===== src/rtl/uart_tx_queue_pkg.sv =====
// uart_tx_queue_pkg: console MMIO addresses and serializer state encoding
package uart_tx_queue_pkg;
  localparam logic [31:0] UART_TX_ADDR = 32'h8000_0004;
  localparam logic [31:0] UART_STAT_ADDR = 32'h8000_0008;
  typedef enum logic [1:0] {IDLE, START, DATA, STOP} uart_state_t;
endpackage


===== src/rtl/uart_tx_queue_sync_fifo.sv =====
// sync_fifo: show-ahead synchronous FIFO that drops pushes while full
module sync_fifo #(
  parameter int WIDTH = 8,
  parameter int DEPTH = 16
) (
  input  logic                     clk,
  input  logic                     rst,
  input  logic                     push,
  input  logic [WIDTH-1:0]         din,
  input  logic                     pop,
  output logic [WIDTH-1:0]         dout,
  output logic                     full,
  output logic                     empty,
  output logic                     drop,
  output logic [$clog2(DEPTH):0]   level
);
  localparam int AW = $clog2(DEPTH);
  logic [WIDTH-1:0] mem [DEPTH];
  logic [AW-1:0] wp, rp;
  logic [AW:0] cnt;
  logic do_push, do_pop;
  assign full = cnt == (AW+1)'(DEPTH);
  assign empty = cnt == '0;
  assign do_push = push && !full;
  assign do_pop = pop && !empty;
  assign drop = push && full;
  assign dout = mem[rp];
  assign level = cnt;
  always_ff @(posedge clk)
    if (do_push) mem[wp] <= din;
  always_ff @(posedge clk) begin
    if (rst) begin
      wp <= '0;
      rp <= '0;
      cnt <= '0;
    end else begin
      wp <= do_push ? wp + 1'b1 : wp;
      rp <= do_pop ? rp + 1'b1 : rp;
      cnt <= cnt + (AW+1)'(do_push) - (AW+1)'(do_pop);
    end
  end
endmodule


===== src/rtl/uart_tx_queue.sv =====
// uart_tx_queue: FIFO-buffered 8N1 transmitter with busy/level/overflow status
module uart_tx_queue
  import uart_tx_queue_pkg::*;
#(
  parameter int CLKS_PER_BIT = 868,
  parameter int DEPTH = 16
) (
  input  logic                     clk,
  input  logic                     rst,
  input  logic                     wr_en,
  input  logic [7:0]               wr_data,
  input  logic                     clr_overflow,
  output logic                     full,
  output logic [$clog2(DEPTH):0]   level,
  output logic                     busy,
  output logic                     overflow,
  output logic                     tx,
  output logic                     tx_done
);
  localparam int CW = $clog2(CLKS_PER_BIT);
  uart_state_t state;
  logic [CW-1:0] cnt;
  logic [2:0] idx;
  logic [7:0] shift, head;
  logic empty, drop, term, pop;
  assign term = cnt == CW'(CLKS_PER_BIT - 1);
  assign pop = !empty && (state == IDLE || (state == STOP && term));
  assign busy = !empty || state != IDLE;
  sync_fifo #(.WIDTH(8), .DEPTH(DEPTH)) u_fifo (
    .clk(clk), .rst(rst), .push(wr_en), .din(wr_data), .pop(pop),
    .dout(head), .full(full), .empty(empty), .drop(drop), .level(level)
  );
  always_ff @(posedge clk) begin
    if (rst) overflow <= 1'b0;
    else overflow <= drop ? 1'b1 : clr_overflow ? 1'b0 : overflow;
  end
  // every line level, including the stop bit, is held for a full baud period
  always_ff @(posedge clk) begin
    if (rst) begin
      state <= IDLE;
      cnt <= '0;
      idx <= '0;
      shift <= '0;
      tx <= 1'b1;
      tx_done <= 1'b0;
    end else begin
      tx_done <= 1'b0;
      cnt <= (state == IDLE || term) ? '0 : cnt + 1'b1;
      case (state)
        IDLE: if (pop) begin
          shift <= head;
          tx <= 1'b0;
          state <= START;
        end
        START: if (term) begin
          tx <= shift[0];
          idx <= '0;
          state <= DATA;
        end
        DATA: if (term) begin
          shift <= shift >> 1;
          idx <= idx + 1'b1;
          tx <= idx == 3'd7 ? 1'b1 : shift[1];
          state <= idx == 3'd7 ? STOP : DATA;
        end
        STOP: if (term) begin
          tx_done <= 1'b1;
          shift <= pop ? head : shift;
          tx <= !pop;
          state <= pop ? START : IDLE;
        end
        default: state <= IDLE;
      endcase
    end
  end
endmodule


===== config.mk =====
export PLATFORM = sky130hd
export DESIGN_NAME = uart_tx_queue
export DESIGN_NICKNAME = d
export VERILOG_FILES = /design/src/rtl/uart_tx_queue_pkg.sv /design/src/rtl/uart_tx_queue_sync_fifo.sv /design/src/rtl/uart_tx_queue.sv
export SDC_FILE = /design/constraint.sdc
export NUM_CORES = 1
export LEC_CHECK = 0
export BUFFER_PORTS_ARGS = -buffer_cell sky130_fd_sc_hd__buf_2
export CORE_UTILIZATION = 25
export CTS_CLUSTER_SIZE = 30
export DETAILED_ROUTE_END_ITERATION = 8
export SLEW_MARGIN = 10
export SYNTH_ARGS = -nofsm -noshare
export SYNTH_HDL_FRONTEND = slang
export SYNTH_SLANG_ARGS = --single-unit

===== constraint.sdc =====
create_clock -name clk -period 3.18 [get_ports clk]
set_input_delay 0.318 -clock clk [delete_from_list [all_inputs] [get_ports clk]]
set_output_delay 0.318 -clock clk [all_outputs]
set_load 0.02 [all_outputs]

# Word level (Yosys, flattened, before mapping)
# Memory sizes are Yosys's and may differ from the RTL's. A register that Yosys moved wholly into a read port is not among the register bits.
# Cells that the tools add are included.
[classes] n_eq_ne=10 bitwise=1 n_div=0 magnitude_cmp=0 reduce_logical=22 n_mul=0 n_shift=0 addsub=6 muxes=27
[op_table] operator="$mux W8" count=3
[op_table] operator="$pmux W8 S3" count=1
[op_table] operator="$mux W1" count=12
[op_table] operator="$add A10 B1 Y10 const B" count=1
[op_table] operator="$eq A10 B10 Y1 const B" count=1
[op_table] operator="$add A4 B1 Y4 const B" count=2
[op_table] operator="$mux W2" count=4
[op_table] operator="$mux W4" count=2
[op_table] operator="$ne A2 B2 Y1 const B" count=4
[op_table] operator="$pmux W2 S4" count=1
[op_table] operator="$mux W3" count=2
[op_table] operator="$pmux W3 S2" count=1
[op_table] operator="$reduce_and A3 Y1" count=2
[op_table] operator="$reduce_bool A2 Y1" count=3
[op_table] operator="$add A5 B1 Y5" count=1
[op_table] operator="$eq A5 B5 Y1 const B" count=1
[op_table] operator="$logic_and A1 B1 Y1" count=5
[op_table] operator="$logic_not A5 Y1" count=1
[op_table] operator="$sub A5 B1 Y5" count=1
[op_table] operator="$eq A2 B2 Y1 const B" count=2
[op_table] operator="$pmux W1 S4" count=1
[op_table] operator="$reduce_and A4 Y1" count=1
[op_table] operator="$reduce_or A2 Y1" count=2
[op_table] operator="$add A3 B1 Y3 const B" count=1
[op_table] operator="other kinds (7)" count=11
[totals] ff_bits=39 latchBits=0 romBits=0 out_inout_bits=10 memories=1 ramBits=128
[mem_list] name="u_fifo.mem" depth=16 word_bits=8 rd=1 rd_ports_with_merged_regs=1 wr=1 line_no="uart_tx_queue_sync_fifo.sv:18" text="logic [WIDTH-1:0] mem [DEPTH];"

# Depth between registers and ports, before layout
[logic_depth] ltp_word=7 ltp_mapped=16 mapped_depth_nobuf=15

# Cells and area by module
# A second synthesis with hierarchy kept.
[unflattened] hier_cells=458 hier_area_um2=7156.9
[by_module_without_submodules] mod="sync_fifo" area_per_inst_um2=5818.1 n_inst=1 seq_area_each_um2=4184.0 cells_per_inst=306
[by_module_without_submodules] mod="uart_tx_queue" area_per_inst_um2=1338.8 n_inst=1 seq_area_each_um2=520.5 cells_per_inst=152

# Worst setup path before layout
# No wires, ideal clock.
[synth_path] kind="register to register" from="register u_fifo.cnt[3], in the netlist u_fifo.level[3]" to="register u_fifo.cnt[4], in the netlist u_fifo.level[4]" n_path_buf=1 stages_incl_launch_ff=17 t_arrival_ns=2.805 setup_slack_ns=0.302 period_less_slack_ns=2.878 setup_time_ns=0.073 t_required_ns=3.107 cell_sequence="dfxtp_1 > inv_1 > ha_1 > or4b_4 > buf_6 > nand4_1 > nand2_1 > ha_1 > inv_1 > ha_1 > inv_1 > fa_1 > inv_1 > a21oi_1 > nor2_1 > or3_1 > a21oi_1"
[synth_via] elab_chain_cells=5
[synth_rtl] item="start: declaration" line_no="uart_tx_queue_sync_fifo.sv:20" text="logic [AW:0] cnt;"
[synth_rtl] item="start signal: assignment" line_no="uart_tx_queue_sync_fifo.sv:39" text="cnt <= cnt + (AW+1)'(do_push) - (AW+1)'(do_pop);"
[synth_rtl] item="$logic_not A5 Y1 (*)" line_no="uart_tx_queue_sync_fifo.sv:23" text="assign empty = cnt == '0;"
[synth_rtl] item="$logic_not A1 Y1 (*)" line_no="uart_tx_queue_sync_fifo.sv:25, uart_tx_queue.sv:27"
[synth_rtl] item="$logic_and A1 B1 Y1" line_no="uart_tx_queue.sv:27" text="assign pop = !empty && (state == IDLE || (state == STOP && term));"
[synth_rtl] item="$logic_and A1 B1 Y1 (*)" line_no="uart_tx_queue_sync_fifo.sv:25" text="assign do_pop = pop && !empty;"
[synth_rtl] item="via u_fifo.do_pop" line_no="uart_tx_queue_sync_fifo.sv:21" text="logic do_push, do_pop;"
[synth_rtl] item="$sub A5 B1 Y5 (*)" line_no="uart_tx_queue_sync_fifo.sv:39"
# The timed path passes the listed nets; every way through them passes the cells marked *.
# A chain may end at the register's enable or synchronous reset.

# Final worst setup path
# Same ends and word-level chain as after synthesis.

==> impl_metrics.toml <==
[yosys]
yosysTopAreaCellShare_pct = 53.7
yosys-top-cells-area = "edfxtp_1, dfxtp_1, mux4_2"
yosys_register_bits = 171
ys_warn_count = 0
synth_most_common_cell = "edfxtp_1"
synthFlopType = "edfxtp_1"
yosys.area.top_type = "edfxtp_1"
yosysUniqueCellTypes = 49
yosys-top-cells-count = "edfxtp_1, nor2_1, dfxtp_1"
syn_nets = 519
synth_edf_count = 128
avgSynthCellArea_um2 = 14.7
syn-cell-area_um2 = 7160
async_flop_share_pct = 0
seq_area_frac_synth_pct = 65.7
synth_cells = 486

[die]
num_rows = 61
die_area_um2 = 29300
core_area_um2 = 28000
io_pins = 22
initial_core_util_pct = 25.6
die_width_um = 171
die_h_um = 171

[detailed_routing]
top_layer = "met4"
drt-total-wl_um = 14200
firstDrtPassIters = 5
drc = 0
met2_wirelength_um = 6270
met1_length_um = 7040
dr.first_iter.drc_count = 305
drt-wirelength-per-cell_um = 15.5
vias = 3979
via_per_inst = 4.35
drtAntennaViolNets = 0
route.met3.wl_um = 725

[min_path]
whs_endpoint = "overflow$_SDFFE_PP0P_"
whs_path_depth = 3
min_from = "wr_en"
hp-class = "in2reg"

[timing]
final.setup.tns_ns = 0
slew_viol_final = 0
layout_min_cycle_time_ns = 2.94
fmax_mhz = 340
setup_viol = 0
finalCritPeriodShare_pct = 92.4
hold_violations = 0
maxSlewHeadroom_pct = 46.1
rsz0062_at_grt = "false"
worst_slew_pin_slew_ns = 0.806
fin_skew_ns = 0.0135

[cts]
cts.reportedPaths.clkPinSlew_ns = 0.07
cts_buffers = 17
cts_root_buf = "clkbuf_16"
insertion_delay_ns = 0.43
clkSinkCount = 171
cts_tree = "built"
cts_htree_levels = 4
cts_max_path_buffers = 2

[placement]
hpwl_um = 9160
dp_cells = 879
portBuffers = 21
gp_congestion = 0.728

[power]
pwr-share-clk_pct = 30.1
comb_power_share_pct = 28.6
power.internal_w = 0.00442
p_per_area_nw_per_um2 = 792
sw_frac_of_total_pct = 33.0
power_leakage_nw = 2.73
netSwitchingPower_w = 0.00217
seqPwrFrac_pct = 41.3
ir_drop_mv = 0.409

[critical_path]
crit_required_ns = 3.54
cp-end-kind = "flop"
r2r_slack_ns = 0.24
cp_data_arrival_time_ns = 3.29
critical_path.max_fanout = 6
rr_startpoint = "u_fifo.level[3]$_SDFF_PP0_"
worstReg2RegEnd = "u_fifo.level[4]$_SDFF_PP0_"
ff2ff_path_depth = 15
critPathKind = "reg2reg"
cp-start-kind = "flop"

[finish]
fin_cells = 914
antenna_cells = 0
fillCellCount = 2812
drive_gt1_share_pct = 20.3
nets = 556
area_growth_syn_to_layout_pct = 16.4

[grt]
grt_max_degree = 35
antenna_found_initial = 0
overflow = 0
grt_pass1_vias = 3992
track_usage_pct = 10.3
grt_pass1_wl_um = 22300

[run]
max_cap_violations = 0

[run_status]
status = "completed"
==> placed cells by master, fill, tap and decap left out, drive strengths merged, types with 9 or more instances in the layout <==
cell / Yosys / layout
a21oi: 17 / 17
buf: 17 / 44
clkbuf: 9 / 18
dfxtp: 43 / 43
edfxtp: 128 / 128
ha: 20 / 20
inv: 14 / 20
mux2i: 40 / 40
mux4: 18 / 18
nand2: 17 / 17
nand3: 12 / 12
nand4: 12 / 12
nor2: 62 / 62
xnor2: 9 / 9
==> worst max-delay path by stage <==
stage,startpoint,to,cells after the start
finish,u_fifo.level[3]$_SDFF_PP0_,u_fifo.level[4]$_SDFF_PP0_,15
global placement,u_fifo.level[3]$_SDFF_PP0_,u_fifo.level[4]$_SDFF_PP0_,15
detailed placement,u_fifo.level[3]$_SDFF_PP0_,u_fifo.level[4]$_SDFF_PP0_,15
global route,u_fifo.level[3]$_SDFF_PP0_,u_fifo.level[4]$_SDFF_PP0_,15
floorplan,u_fifo.level[3]$_SDFF_PP0_,u_fifo.level[4]$_SDFF_PP0_,16
CTS,u_fifo.level[3]$_SDFF_PP0_,u_fifo.level[4]$_SDFF_PP0_,15
==> final cells by class <==
| class | count | area, um^2 | area share, % |
|---|---|---|---|
| Clock inverter | 14 | 138 | 1.65 |
| Inverter | 14 | 52.6 | 0.631 |
| Multi-Input combinational cell | 275 | 2260 | 27.1 |
| Sequential cell | 171 | 4710 | 56.5 |
| Timing Repair Buffer | 44 | 278 | 3.33 |
| Tap cell | 378 | 473 | 5.67 |
| Clock buffer | 18 | 429 | 5.15 |
==> power groups by stage <==
stage / logic [W] / registers, W / clock network [W]
after detailed placement: 0.00187 / 0.00277 / 0
after global placement: 0.00186 / 0.00277 / 0
final: 0.00189 / 0.00272 / 0.00199
after CTS: 0.00188 / 0.00273 / 0.00204
after global routing: 0.00211 / 0.00274 / 0.00213
after floorplan: 0.00151 / 0.00273 / 0
==> worst max-delay path, stage by stage, from the launching register on <==
cell and delay (ns):
dfxtp_1 0.33, inv_1 0.08, ha_1 0.15, or4b_4 0.51
nand4_1 0.19, nand2_2 0.11, ha_1 0.28, inv_1 0.04
ha_1 0.20, inv_1 0.07, fa_1 0.20, inv_1 0.05
a21oi_1 0.13, nor2_1 0.06, or3_1 0.34, a21oi_1 0.14
==> kinds of logic (layout without fill, tap and decap cells) <==
| logic type | after synthesis | count (layout) | synth area share [%] |
|---|---|---|---|
| AOI/OAI and AO/OA | 46 | 46 | 5.28 |
| xor gates and xnor gates | 17 | 17 | 2.08 |
| adders and majority gates | 21 | 21 | 3.78 |
| buffers and inverters | 40 | 90 | 2.76 |
| DFF | 171 | 171 | 65.7 |
| muxes | 59 | 59 | 11.4 |
| and+or+nand+nor | 132 | 132 | 8.97 |
==> sequential cells by signal, summed over array words and instances (netlist names), named ones only <==
register	flops
u_fifo.mem	128
cnt	10
shift	8
u_fifo.level	5
u_fifo.rp	4
u_fifo.wp	4
idx	3
state	2
overflow	1
tx	1
tx_done	1
==> repair_timing <==
action,in CTS,in global routing
gates resized for setup,0,1
hold buffers,0,0
setup buffers,0,3
endpoints found under the setup margin,0,1
==> layer usage <==
metal | track usage (%) | vias up
met5 | 0 | -
met4 | 3.14 | 0
met1 | 14.4 | 1974
li1 | - | 1889
met3 | 2.83 | 16
met2 | 15.3 | 100
==> stage by stage <==
stage	utilization (%)	instance area, um^2	power, W	hold slack, ns	worst slack, ns
final	29.8	8330	0.00660	0.133	0.242
after global routing	29.8	8330	0.00698	0.128	0.00694
after CTS	29.7	8310	0.00664	0.123	0.208
after detailed placement	27.6	7740	0.00464	0.459	0.233
after global placement	27.6	7740	0.00462	0.446	0.280
after floorplan	-	7160	0.00424	0.417	0.302
No activity file was read; power rests on OpenSTA's default activity.
